**src/rtl/byte_elastic_fifo.sv**
```systemverilog
// rtl/byte_elastic_fifo.sv - show-ahead elastic byte FIFO feeding the 8-bit inverter buffer stage
module byte_elastic_fifo #(
    parameter int WIDTH = 8,
    parameter int DEPTH = 4,
    parameter int CW    = $clog2(DEPTH) + 1
) (
    input  logic             clk,
    input  logic             reset_n,
    input  logic             in_valid,
    input  logic [WIDTH-1:0] in_data,
    output logic             in_ready,
    output logic             out_valid,
    output logic [WIDTH-1:0] out_data,
    input  logic             out_ready,
    output logic [CW-1:0]    count
);

    localparam int            PW         = $clog2(DEPTH);
    localparam logic [CW-1:0] FULL_COUNT = CW'(DEPTH);

    logic [WIDTH-1:0] mem_q [DEPTH];
    logic [PW-1:0]    wr_ptr_q, wr_ptr_d;
    logic [PW-1:0]    rd_ptr_q, rd_ptr_d;
    logic [CW-1:0]    count_q,  count_d;
    logic             push;
    logic             pop;

    // Flags come only from stored occupancy, so out_ready never reaches in_ready.
    assign in_ready  = reset_n & (count_q != FULL_COUNT);
    assign out_valid = (count_q != '0);
    assign out_data  = mem_q[rd_ptr_q];
    assign count     = count_q;

    assign push = in_valid  & in_ready;
    assign pop  = out_valid & out_ready;

    always_comb begin
        wr_ptr_d = wr_ptr_q;
        rd_ptr_d = rd_ptr_q;
        count_d  = count_q;
        if (push) begin
            wr_ptr_d = wr_ptr_q + PW'(1);
        end
        if (pop) begin
            rd_ptr_d = rd_ptr_q + PW'(1);
        end
        case ({push, pop})
            2'b10:   count_d = count_q + CW'(1);
            2'b01:   count_d = count_q - CW'(1);
            default: count_d = count_q;
        endcase
    end

    always_ff @(posedge clk or negedge reset_n) begin
        if (!reset_n) begin
            wr_ptr_q <= '0;
            rd_ptr_q <= '0;
            count_q  <= '0;
        end else begin
            wr_ptr_q <= wr_ptr_d;
            rd_ptr_q <= rd_ptr_d;
            count_q  <= count_d;
        end
    end

    // Storage is deliberately left unreset; out_data is only meaningful with out_valid.
    always_ff @(posedge clk) begin
        if (push) begin
            mem_q[wr_ptr_q] <= in_data;
        end
    end

endmodule

```
**config.mk**
```make
export PLATFORM = sky130hd
export DESIGN_NAME = byte_elastic_fifo
export DESIGN_NICKNAME = d
export VERILOG_FILES = /design/src/rtl/byte_elastic_fifo.sv
export SDC_FILE = /design/constraint.sdc
export NUM_CORES = 1
export LEC_CHECK = 0
export CAP_MARGIN = 25
export CORE_UTILIZATION = 52
export CTS_CLUSTER_SIZE = 40
export DETAILED_ROUTE_END_ITERATION = 7
export PLACE_DENSITY_LB_ADDON = 0.05
export SETUP_SLACK_MARGIN = 0.1
export SYNTH_ARGS = -nofsm -noshare
export SYNTH_HDL_FRONTEND = slang
export SYNTH_SLANG_ARGS = --single-unit
export TNS_END_PERCENT = 30
```
**constraint.sdc**
```tcl
create_clock -name clk -period 2.2 [get_ports clk]
set_input_delay 0.33 -clock clk [delete_from_list [all_inputs] [get_ports clk]]
set_output_delay 0.33 -clock clk [all_outputs]
set_load 0.01 [all_outputs]
```
==> run metrics, run 1 <==
Final Max Tran Viols 0; largest net degree at the start of global routing 12; GRT met2 Usage 0.3123; yosys warns 0; Post-DRT Antenna Nets 0; Worst slew margin 0.7048; worst vdd ir 0.7394 mV; Final Cycle Share 0.9129; initial antenna violation count 0; sequential fraction of the synthesis area 0.7039; drt initial violations 11; met1 Track Usage GR 0.2198; Detailed Route WL 2534 um; detail-routed via count per cell 5.401; total power 2.232 mW; failing checks DRC; CP delay by family, top multiplexers; first-pass GRT wire length 4229 um; Post-route DRC 2; R2R Setup Slk 0.31 ns; fmax 497.9 MHz; worst setup margin 0.1916 ns; Post-Place Cells 139; pwr/cell area 1139 nW/um2; clock-pin transition on the worst setup and hold timing paths 0.11 ns; via count 794; cts hold-fix bufs 0; worst r2r dst count[2]; DIE HEIGHT 57.72 um; Setup TNS 0 ns; post-DP HPWL 1832 um; Non-Filler Instances 147; Synth area leader edfxtp_1; Synth top cells by count 32 x edfxtp_1, 8 x mux4_2, 7 x dfrtp_1; drt wl/cell 17.24 um; post-synth net total 99; Std-Cell Core Area 2853 um2; Startpoint Class flop; Worst-Skew Late Latency 0.33 ns; CTS Buf Count 5; critical path class reg -> out; Bufs and invs on worst path 2; Post-synth top flop edfxtp_1; fin util 0.6868; Worst path slowest cell mux4_2; CP required 1.87 ns; number of synthesized flops with an enable pin 32; num rows 19; M3 GR Usage 0.06920; Synth area leaders edfxtp_1 60%, mux4_2 11%, dfrtp_1 11%; Clock Skew 0.008260 ns; post-synthesis cell type count 21; CP cell instances buf_4, mux4_2, dlygate4sd2_1; Hold Fails Final Rpt 0; mapped cell area 1614 um2; vias in the first global route 850; gr busiest metal met2; Yosys top cell area share 0.5953; max-cap viol count 0; most frequent cell after synthesis edfxtp_1; Syn Area/Cell 19.93 um2; worst r2r path cells 9; crit path max fanout 4; die area 3331 um2; RSZ-0062 raised after global routing false; minimum clock period 2.008 ns; crit path capture type primary output; crit path DAT 1.68 ns; dpl ws 0.05844 ns; ratio of cells with drive above 1 in the final layout 0.2500; Leakage 0.7355 nW; Synth-to-Final Area Change 21.40%; Die X 57.72 um; Worst Hold Class in -> async; clock root buffer clkbuf_4; GP Congestion 0.7145; 1st-pass router iterations 5; CP max stage delay 0.50 ns; GRT Residual Overflow 0; Sink Count 39; Crit Reg-Reg Startpoint count[0]; CTS tree done; NumNets Final 133; Top-Level Pins 25; Synth Instances 81; CTS H-tree lvls 2; PortBufs 24; Final setup viols 0; Synth Register Bits 39; Antenna diodes 0; outcome complete, but fails checks; initial core utilization 0.5658; Slew @ Worst Pin 0.4429 ns; clk buf depth 2; gr usage total 0.1874; share of flip-flops with an asynchronous set or reset 0.1795
area by class of cell:
type / instances / area, um2
Clock buffer: 6 / 41.29
Clock inverter: 2 / 7.507
Fill cell: 199 / 893.4
Inverter: 6 / 22.52
Multi-Input combinational cell: 34 / 439.2
Sequential cell: 39 / 1137
Tap cell: 31 / 38.79
Timing Repair Buffer: 29 / 272.8
power by group:
part / internal, mW / switching (mW)
clock network: 0.118 / 0.215
registers: 0.938 / 0.132
logic: 0.474 / 0.355
kinds of logic (layout without fill, tap and decap cells):
family | Yosys count | in the layout | share of synthesized area
xor+xnor | 6 | 6 | 0.03256
simple gates | 9 | 9 | 0.03566
fa+ha+maj | 6 | 6 | 0.05116
flops | 39 | 39 | 0.7039
compound gates | 3 | 3 | 0.02559
mux | 10 | 10 | 0.1271
buf+inv | 8 | 43 | 0.02403
repair_timing:
action	in CTS	in global routing
gates resized for setup	11	1
setup endpoints to repair	9	1
pin swaps	0	0
setup buffers	0	0
gates cloned	0	0
cell usage in the layout, fill, tap and decap left out, drive strengths merged, types with 2 or more instances in the layout:
| cell | count |
|---|---|
| edfxtp | 32 |
| xor2 | 3 |
| nor2 | 2 |
| inv | 6 |
| nand2 | 2 |
| clkbuf | 6 |
| clkinv | 2 |
| dfrtp | 7 |
| mux4 | 8 |
| xnor2 | 3 |
| clkdlybuf4s50 | 14 |
| dlygate4sd2 | 9 |
| ha | 5 |
| and2 | 4 |
| buf | 5 |
flip-flops by register name (all words and copies together), names as in the netlist:
signal	cells
mem_q	32
count	3
rd_ptr_q	2
wr_ptr_q	2
metrics by stage:
step                hold slack [ns]  area, um2
global route                 0.3080       1959
floorplan                   0.03441       1614
detailed placement           0.5656       1914
global placement             0.5584       1914
finish                       0.3051       1959
CTS                          0.2848       1957
worst max path at each step:
stage                  endpoint   startpoint  slack [ns]  depth (start not counted)
floorplan              count[2]     count[1]        0.38                          9
global placement       in_ready      reset_n        0.14                          4
detailed placement     count[2]      reset_n        0.06                         10
CTS                    in_ready      reset_n        0.13                          4
global route        out_data[0]  rd_ptr_q[0]        0.11                          3
finish              out_data[0]  rd_ptr_q[0]        0.19                          3
metal layers:
layer,vias up,part of all wire
li1,375,-
met1,392,0.42
met2,23,0.51
met3,4,0.055
met4,0,0.011
met5,-,0
Power figures use the tool's default switching activity.
==> inputs of run 2 (changes only) <==
--- a/config.mk
+++ b/config.mk
@@ -6,11 +6,12 @@
 export NUM_CORES = 1
 export LEC_CHECK = 0
 export CAP_MARGIN = 25
-export CORE_UTILIZATION = 52
+export CORE_UTILIZATION = 56
 export CTS_CLUSTER_SIZE = 40
 export DETAILED_ROUTE_END_ITERATION = 7
 export PLACE_DENSITY_LB_ADDON = 0.05
 export SETUP_SLACK_MARGIN = 0.1
+export SKIP_LAST_GASP = 1
 export SYNTH_ARGS = -nofsm -noshare
 export SYNTH_HDL_FRONTEND = slang
 export SYNTH_SLANG_ARGS = --single-unit
==> constraint.sdc (replaced) <==
create_clock -name clk -period 2.5 [get_ports clk]
set_input_delay 0.375 -clock clk [delete_from_list [all_inputs] [get_ports clk]]
set_output_delay 0.375 -clock clk [all_outputs]
set_load 0.01 [all_outputs]
==> run metrics, run 2 (synthesis gave the netlist of run 1 again) <==
Post-route DRC 0 (-2); Final Max Tran Viols 0 (unchanged); Clock Skew 0.006712 ns (-0.001548 ns); max reg flops 32 (unchanged); commonest non-fill, non-tap cells in the layout 32 x edfxtp_1, 24 x clkdlybuf4s50_1, 8 x mux4_2, 7 x dfrtp_1, 6 x inv_1; Hold Fails Final Rpt 0 (unchanged); Leakage 0.7129 nW (-3.1%); Bufs and invs on worst path 2 (unchanged); initial core utilization 0.5904 (+0.02460); Logic pwr share 0.388 (+0.017); Most flops, register mem_q; Final Cycle Share 0.9094; Synth-to-Final Area Change 20.93%; Final setup viols 0 (unchanged); Detailed Route WL 2490 um (-1.7%); CTS resizes 0 (-11); Worst path slowest cell mux4_2; Std-Cell Core Area 2734 um2 (-4.2%); CTS tree done; drt wl/cell 17.17 um (-0.38%); total power 2.026 mW (-9.2%); Clk pwr share 0.149 (about the same); commonest non-fill, non-tap cell in the layout edfxtp_1; drt initial violations 22 (+11); GRT Residual Overflow 0 (unchanged); clock root buffer clkbuf_4; max-cap viol count 0 (unchanged); Hold Slack 0.3686 ns (+0.06348 ns); Die X 55.69 um (-3.5%); PortBufs 24 (unchanged); Post-CTS Setup Bufs 0 (unchanged); first-pass GRT wire length 4146 um (-2.0%); vias in the first global route 800 (-5.9%); sw power 630.8 uW (-10%); initial antenna violation count 0 (unchanged); Setup TNS 0 ns (unchanged); Post-DRT Antenna Nets 0 (unchanged); crit path DAT 1.90 ns (+0.22 ns); fill cell count 180 (-9.5%); via count 789 (-0.63%); CP delay by family, top buffers and inverters; Slew @ Worst Pin 0.4277 ns (-0.01519 ns); internal cell power 1.395 mW (-8.8%); crit path from rd_ptr_q[0]; Worst Hold Class in -> async; minimum clock period 2.273 ns; pwr/cell area 1038 nW/um2 (-8.9%); crit path capture type primary output; Flop pwr share 0.463 (-0.017); sw frac 0.3113 (-0.003090); post-DP HPWL 1818 um (-0.78%); ratio of cells with drive above 1 in the final layout 0.2544 (+0.004386); Worst-Skew Late Latency 0.34 ns (about the same); Crit Reg-Reg Startpoint count[0]; Top-Level Pins 25 (unchanged); CP max stage delay 0.52 ns (+0.02 ns); detail-routed via count per cell 5.441 (+0.74%); outcome complete, no violations; worst vdd ir 0.9016 mV (+22%); die area 3101 um2 (-6.9%); num rows 19 (unchanged); Antenna diodes 0 (unchanged); DIE HEIGHT 55.69 um (-3.5%); CP required 2.12 ns (+0.25 ns); RSZ-0062 raised after global routing false; NumNets Final 131 (-1.5%); gr usage total 0.1913 (+0.003882); crit path max fanout 5 (+1); clk buf depth 2 (unchanged); Worst slew margin 0.7149 (+0.01012); critical path class reg -> out; clock-pin transition on the worst setup and hold timing paths 0.11 ns (about the same); cts hold-fix bufs 0 (unchanged); largest net degree at the start of global routing 13 (+1); CTS Buf Count 5 (unchanged); Startpoint Class flop; 1st-pass router iterations 3 (-2); CP cell instances buf_4, mux4_2, clkdlybuf4s50_1; GP Congestion 0.7308 (+2.3%); Sink Count 39 (unchanged); R2R Setup Slk 0.61 ns (+0.30 ns); fmax 439.9 MHz; CTS H-tree lvls 2 (unchanged)
[run 2: per-stage QoR]
stage / instances / util / cell area [um2] / worst slack (ns)
CTS: 145 / 0.7140 / 1952 / 0.1905
detailed placement: 137 / 0.6947 / 1899 / 0.3028
finish: 145 / 0.7140 / 1952 / 0.2266
floorplan: 81 / - / 1614 / 0.6781
global placement: 137 / 0.6947 / 1899 / 0.3340
global route: 145 / 0.7140 / 1952 / 0.1612
[run 2: power groups by stage]
stage	sequential [mW]	combinational (mW)	clock, mW
detailed placement	0.957	0.799	0
CTS	0.943	0.802	0.312
global placement	0.948	0.783	0
finish	0.939	0.785	0.302
global route	0.961	0.858	0.338
floorplan	0.916	0.492	0
[run 2: layout make-up]
cell class | count | area [um2] | share of cell area
sequential | 39 | 1136 | 0.5821
multi-input combinational | 34 | 439.2 | 0.2250
inverter | 6 | 22.52 | 0.01154
tap | 31 | 38.79 | 0.01987
clock inverter | 3 | 15.01 | 0.007692
clock buffer | 5 | 37.54 | 0.01923
timing repair buffer | 27 | 262.8 | 0.1346
[run 2: path summary, 6_finish.rpt]
path	end	depth (start not counted)
min in group clk	wr_ptr_q[1]	1
min	wr_ptr_q[0]	2
min reg2reg	wr_ptr_q[1]	1
max reg2reg	count[2]	9
max	out_data[0]	3
max in group asynchronous	rd_ptr_q[1]	2
[run 2: per-layer routing]
layer | track usage | routed length (um) | vias up
li1 | - | - | 372
met1 | 0.2559 | 1098 | 390
met2 | 0.2926 | 1248 | 20
met3 | 0.07209 | 106 | 7
met4 | 0.06429 | 36 | 0
met5 | 0 | 0 | -
